--- src/rtl/mad_check_pkg.sv ---
`default_nettype none
// +----------------------------------------------------------------------+
// | mad_check_pkg : shared types and helpers for the MAD result checker  |
// | Revision      : 1.0                                                  |
// +----------------------------------------------------------------------+
package mad_check_pkg;

  localparam int c_DEFAULT_DATA_WIDTH = 64;
  localparam int c_CNT_W              = 32;

  typedef enum logic [1:0] {
    ST_IDLE  = 2'd0,
    ST_RUN   = 2'd1,
    ST_DRAIN = 2'd2,
    ST_DONE  = 2'd3
  } mad_state_e;

  // Counters stick at all-ones instead of wrapping back to zero.
  function automatic logic [c_CNT_W-1:0] sat_inc(input logic [c_CNT_W-1:0] v);
    return (&v) ? v : v + c_CNT_W'(1);
  endfunction

endpackage
`default_nettype wire

--- src/rtl/mad_check_fifo.sv ---
`default_nettype none
// +----------------------------------------------------------------------+
// | mad_check_fifo : show-ahead synchronous FIFO for expected results    |
// | Revision       : 1.0                                                 |
// +----------------------------------------------------------------------+
module mad_check_fifo
  import mad_check_pkg::*;
#(
  parameter int DEPTH      = 16,
  parameter int DATA_WIDTH = c_DEFAULT_DATA_WIDTH
) (
  input  logic                  MCLK,
  input  logic                  nRST,
  input  logic                  push,
  input  logic                  pop,
  input  logic [DATA_WIDTH-1:0] din,
  output logic [DATA_WIDTH-1:0] dout,
  output logic                  empty,
  output logic                  full
);

  localparam int c_AW = $clog2(DEPTH);

  logic [DATA_WIDTH-1:0] r_mem [DEPTH];
  logic [c_AW:0]         r_wr_ptr;
  logic [c_AW:0]         r_rd_ptr;
  logic                  w_wr;
  logic                  w_rd;

  // Extra pointer MSB distinguishes full from empty when the indices match.
  assign empty = (r_wr_ptr == r_rd_ptr);
  assign full  = (r_wr_ptr[c_AW] != r_rd_ptr[c_AW]) &&
                 (r_wr_ptr[c_AW-1:0] == r_rd_ptr[c_AW-1:0]);

  assign w_rd = pop && !empty;
  assign w_wr = push && (!full || w_rd);
  assign dout = r_mem[r_rd_ptr[c_AW-1:0]];

  always_ff @(posedge MCLK or negedge nRST) begin
    if (!nRST) begin
      r_wr_ptr <= '0;
      r_rd_ptr <= '0;
    end else begin
      if (w_wr) r_wr_ptr <= r_wr_ptr + 1'b1;
      if (w_rd) r_rd_ptr <= r_rd_ptr + 1'b1;
    end
  end

  always_ff @(posedge MCLK) begin
    if (w_wr) r_mem[r_wr_ptr[c_AW-1:0]] <= din;
  end

endmodule
`default_nettype wire

--- config.mk ---
export PLATFORM = sky130hd
export DESIGN_NAME = mad_check_fifo
export DESIGN_NICKNAME = d
export VERILOG_FILES = /design/src/rtl/mad_check_pkg.sv /design/src/rtl/mad_check_fifo.sv
export SDC_FILE = /design/constraint.sdc
export NUM_CORES = 1
export LEC_CHECK = 0
export ABC_AREA = 1
export CAP_MARGIN = 5
export CORE_MARGIN = 8
export CORE_UTILIZATION = 45
export CTS_CLUSTER_SIZE = 10
export DETAILED_ROUTE_END_ITERATION = 6
export HOLD_SLACK_MARGIN = 0.03
export MAX_ROUTING_LAYER = met4
export SYNTH_ARGS = -nofsm -noshare
export SYNTH_HDL_FRONTEND = slang
export SYNTH_SLANG_ARGS = --single-unit
--- constraint.sdc ---
create_clock -name MCLK -period 10.2 [get_ports MCLK]
set_clock_uncertainty 0.05 [all_clocks]
set_input_delay 1.02 -clock MCLK [delete_from_list [all_inputs] [get_ports MCLK]]
set_output_delay 1.02 -clock MCLK [all_outputs]
set_load 0.01 [all_outputs]
# After elaboration in Yosys (flattened, before gate mapping)

Memory sizes are Yosys's and may differ from the RTL's.
Index checks and enable logic that the tools add are counted.

Bits in registers: 10
Latch bits: 0
Bits in writable memories: 1024
Bits in read-only memories: 0
Input port bits: 68
Output and inout bits: 66
Logic and storage cells: 16
Memories kept: 1

Memory list:

| memory | words | width | rd ports | clocked after memory_dff | wr ports | RTL line             | RTL |
|---|---|---|---|---|---|---|---|
| r_mem  | 16    | 64    | 1        | 0                        | 1        | mad_check_fifo.sv:24 | `logic [DATA_WIDTH-1:0] r_mem [DEPTH];` |

$add $sub $neg: 2
Multipliers: 0
Divide/modulo/power cells: 0
Magnitude comparators: 0
Equality and inequality tests: 3
Shifts and indexed selects: 0
Multiplexer cells: 2
Bitwise logic cells: 0
Reductions and logical operators: 6

Operator list:

| cell                                         | number |
|---|---|
| adder 5 x 1 -> 5 bit (second input constant) | 2 |
| == test 5 bit                                | 1 |
| == test 4 bit                                | 1 |
| logical AND 1 bit                            | 3 |
| logical NOT 1 bit                            | 2 |
| two-way mux 1 bit                            | 2 |
| logical OR 1 bit                             | 1 |
| != test 1 bit                                | 1 |

# Depth between registers and ports, before layout

Depth after elaboration: 7
Mapped depth: 12
Depth with buffers taken out: 9

# Worst setup path after synthesis

OpenSTA, ideal clock, no wires.

Kind: input to register
Start point: input port pop
End point: memory r_mem[10][0] in the netlist's numbering (enable)
Library setup time: 0.486 ns
Data arrival time: 4.111 ns
Required time: 9.664 ns
Path slack: 5.553 ns
Stages on the path: 5
Buffers on the path: 1
Path through: inv_1 > nand4_2 > nand2_2 > buf_4 > nor2_1

Word-level cells in the longest chain between the ends: 5

RTL lines:

| item                                    | RTL line             | RTL |
|---|---|---|
| start, declared                         | mad_check_fifo.sv:15 | `input logic pop,` |
| logical AND 1 bit                       | mad_check_fifo.sv:35 | `assign w_rd = pop && !empty;` |
| logical OR 1 bit                        | mad_check_fifo.sv:36 | `assign w_wr = push && (!full \|\| w_rd);` |
| logical AND 1 bit                       | mad_check_fifo.sv:36 |  |
| two-way mux 1 bit                       | mad_check_fifo.sv:50 | `if (w_wr) r_mem[r_wr_ptr[c_AW-1:0]] <= din;` |
| two-way mux 1 bit (implied by the code) | mad_check_fifo.sv:50 |  |
| end, declared                           | mad_check_fifo.sv:24 |  |

Every way passes these cells.

# Worst setup path in the final report

Start point: register r_rd_ptr[0]
End point: output port dout[47]

Word-level cells in the longest chain between the ends: 1

RTL lines:

| item                      | RTL line             | RTL |
|---|---|---|
| start, declared           | mad_check_fifo.sv:26 | `logic [c_AW:0] r_rd_ptr;` |
| start signal, assigned    | mad_check_fifo.sv:45 | `if (w_rd) r_rd_ptr <= r_rd_ptr + 1'b1;` |
| memory read (16 x 64 bit) | -                    |  |
| end, declared             | mad_check_fifo.sv:17 | `output logic [DATA_WIDTH-1:0] dout,` |

Every way passes these cells.

==> reports/results.txt <==
met3 Track Usage GR - 3.188%
DRC viols - 0
Post-synth EDFFs - 1024
syn_nets - 3287
IO Port Bufs - 133
Max-Cap Viols - 0
Final Hold Fails - 0
Post-Syn Area per Cell - 12.74 um^2
HP Class - flip-flop to flip-flop
fraction of registers with async set/reset - 0.9671%
period utilization - 58.00%
H-tree depth - 3
HPWL after detailed placement - 48.47 mm
die width - 317.7 um
max-slew violations - 0
sequential fraction of the synthesis area - 75.70%
initial DRC count - 2476
Critical Path Sink - dout[47]
CTS Hold Buffers Added - 0
RePlAce Congestion - 0.7550
most common flop cell mapped by yosys - edfxtp_1
Worst-Margin Slew - 1.194 ns
pre-CTS setup slack - 4.941 ns
CTS sink cnt - 1034
area occupied by multi-input gates - 8782 um^2
Worst-path clk slew - 0.05 ns
Leakage - 15.15 nW
Critical Path RT - 9.13 ns
IO Pins - 134
WL final - 101.6 mm
largest net degree at the start of global routing - 216
busiest grt layer - met2
share of post-route cells with drive strength above 1 - 5.748%
top cells by count, synth - edfxtp_1, nor2_1, o21ai_0
reg2reg setup slack - 5.11 ns
Final nets - 3369
final core occ - 51.35%
Fin Setup TNS - 0 ns
outcome - completed
Via density - 5.662
Clock Latency Late Sink - 0.67 ns
share of the synthesized area in the top cell type - 75.09%
Worst Setup End Kind - output port
fin crit period - 5.916 ns
vias in the first global route - 25320
Yosys cell types - 22
Initial DRT Pass Iterations - 5
RSZ-0062 raised after global routing - false
count of final setup violators - 0
first-pass GRT wire length - 153.9 mm
die area - 100900 um^2
cts repair resizes - 0
post-synth top area cell - edfxtp_1
CP arrival - 4.85 ns
maximum fanout along the worst path - 105
row count - 110
setup ws final - 4.284 ns
core area - 90150 um^2
Max Root-Sink Buffers - 3
post-CTS setup buffers - 0
critical path class - flip-flop to output port
CTS tree - yes
worst hold margin - 0.4853 ns
Synth Instances - 3214
Synth warnings - 0
Rel. slew slack - 20.42%
startpoint types - flip-flop
filler cell count - 7391
overflow left after global routing - 0
Fmax - 0.1690 GHz
met1 Resource Use GR - 26.71%
initial antenna violation count - 9
Synth-to-Final Area Change - 13.05%
hold wc startpoint - r_wr_ptr[4]
Power Density - 283.3 nW/um^2
most common cell in the netlist - edfxtp_1
VDD IR max - 0.0002102 V
CTS Buf Count - 114
Starting Density - 45.42%
r2r startpoint - r_rd_ptr[3]
Post-Syn Area - 40950 um^2
Seq. cell area - 31010 um^2
height of the die - 317.7 um
Synth Register Bits - 1034
met2 Resource Use GR - 32.38%
CP startpoint - r_rd_ptr[0]
ranking of synthesized cells by area - edfxtp_1, nor2_1, o21ai_0
root buffer cell - clkbuf_16
Wirelength per Cell - 22.55 um
worst r2r dst - r_mem[6][7]
overall via count from detail_route - 25514
Reg2Reg Depth - 9
Final ANT Viol Nets - 0
total global-route track usage - 20.17%
==> cell type report <==
| type | count | area share (%) |
|---|---|---|
| sequential | 1034 | 66.99 |
| multi-input combinational | 1894 | 18.97 |
| clock buffer | 134 | 6.416 |
| timing repair buffer | 174 | 3.568 |
| tap | 1176 | 3.178 |
| inverter | 78 | 0.6622 |
| clock inverter | 9 | 0.1784 |
| antenna | 7 | 0.03784 |
==> cells by family (layout without fill, tap and decap cells) <==
group	count (synthesis)	count (layout)	synth area share, %
AND/OR/NAND/NOR	1113	1113	10.46
adder cells (fa/ha/maj)	5	5	0.1528
flip-flops	1034	1034	75.70
buffers and inverters	286	395	3.162
AO/OA/AOI/OAI	769	769	10.38
XOR/XNOR	7	7	0.1497
other	0	7	0
==> critical path: stages, from the launching register on <==
cell             delay (ns)
dfrtp_4                0.86
buf_4                  0.83
buf_4                  0.91
o21ai_0                0.27
o22ai_1                0.24
nand2_1                0.07
nand2_1                0.11
inv_1                  0.04
nand2_1                0.17
clkdlybuf4s50_1        0.59
==> how the worst min path moves through the flow <==
stage                        endpoint  cells past startpoint
after floorplan           r_rd_ptr[3]                      2
after global placement    r_wr_ptr[4]                      2
after detailed placement  r_wr_ptr[4]                      2
after CTS                 r_wr_ptr[4]                      2
after global routing      r_wr_ptr[4]                      2
final                     r_wr_ptr[4]                      2
==> state kept, by name, indices dropped and copies added (netlist names) <==
signal and flops:
r_wr_ptr 5, r_rd_ptr 5, r_mem 1024
==> per-stage QoR <==
| step | std cells | total power [mW] | instance area, um^2 |
|---|---|---|---|
| 2_1_floorplan | 3214 | 8.028 | 40950 |
| 3_5_place_dp | 4356 | 9.741 | 43220 |
| 3_3_place_gp | 4356 | 9.639 | 43220 |
| 5_1_grt | 4506 | 13.85 | 46290 |
| 4_1_cts | 4499 | 13.24 | 46280 |
| 6_report | 4506 | 13.12 | 46290 |
==> where the power goes <==
| part | leakage, nW | internal [mW] | switching [mW] | total (mW) |
|---|---|---|---|---|
| combinational | 4.28 | 1.48 | 2.91 | 4.38 |
| sequential | 9.37 | 5.05 | 0.180 | 5.23 |
| clock | 1.49 | 2.01 | 1.49 | 3.50 |
==> routing by layer <==
| layer | share of wire [%] | wire [um] | vias to the layer above |
|---|---|---|---|
| li1 | - | - | 11680 |
| met1 | 44 | 44360 | 12864 |
| met2 | 48 | 48610 | 811 |
| met3 | 6.3 | 6389 | 159 |
| met4 | 2.2 | 2248 | 0 |
| met5 | 0 | 0 | - |
==> layout by cell type (no fill, tap or decap), types with 5 or more instances in the layout <==
| cell | instances |
|---|---|
| inv_1 | 73 |
| diode_2 | 7 |
| o21ai_1 | 224 |
| o211ai_1 | 128 |
| nand2_1 | 312 |
| edfxtp_1 | 1024 |
| clkbuf_1 | 18 |
| o21ai_0 | 353 |
| nor2_1 | 709 |
| nand3_1 | 72 |
| dfrtp_1 | 7 |
| o22ai_1 | 64 |
| nor2_4 | 17 |
| ha_1 | 5 |
| clkdlybuf4s50_1 | 133 |
| buf_4 | 40 |
| clkbuf_16 | 116 |
(Power assumes the default switching activity.)
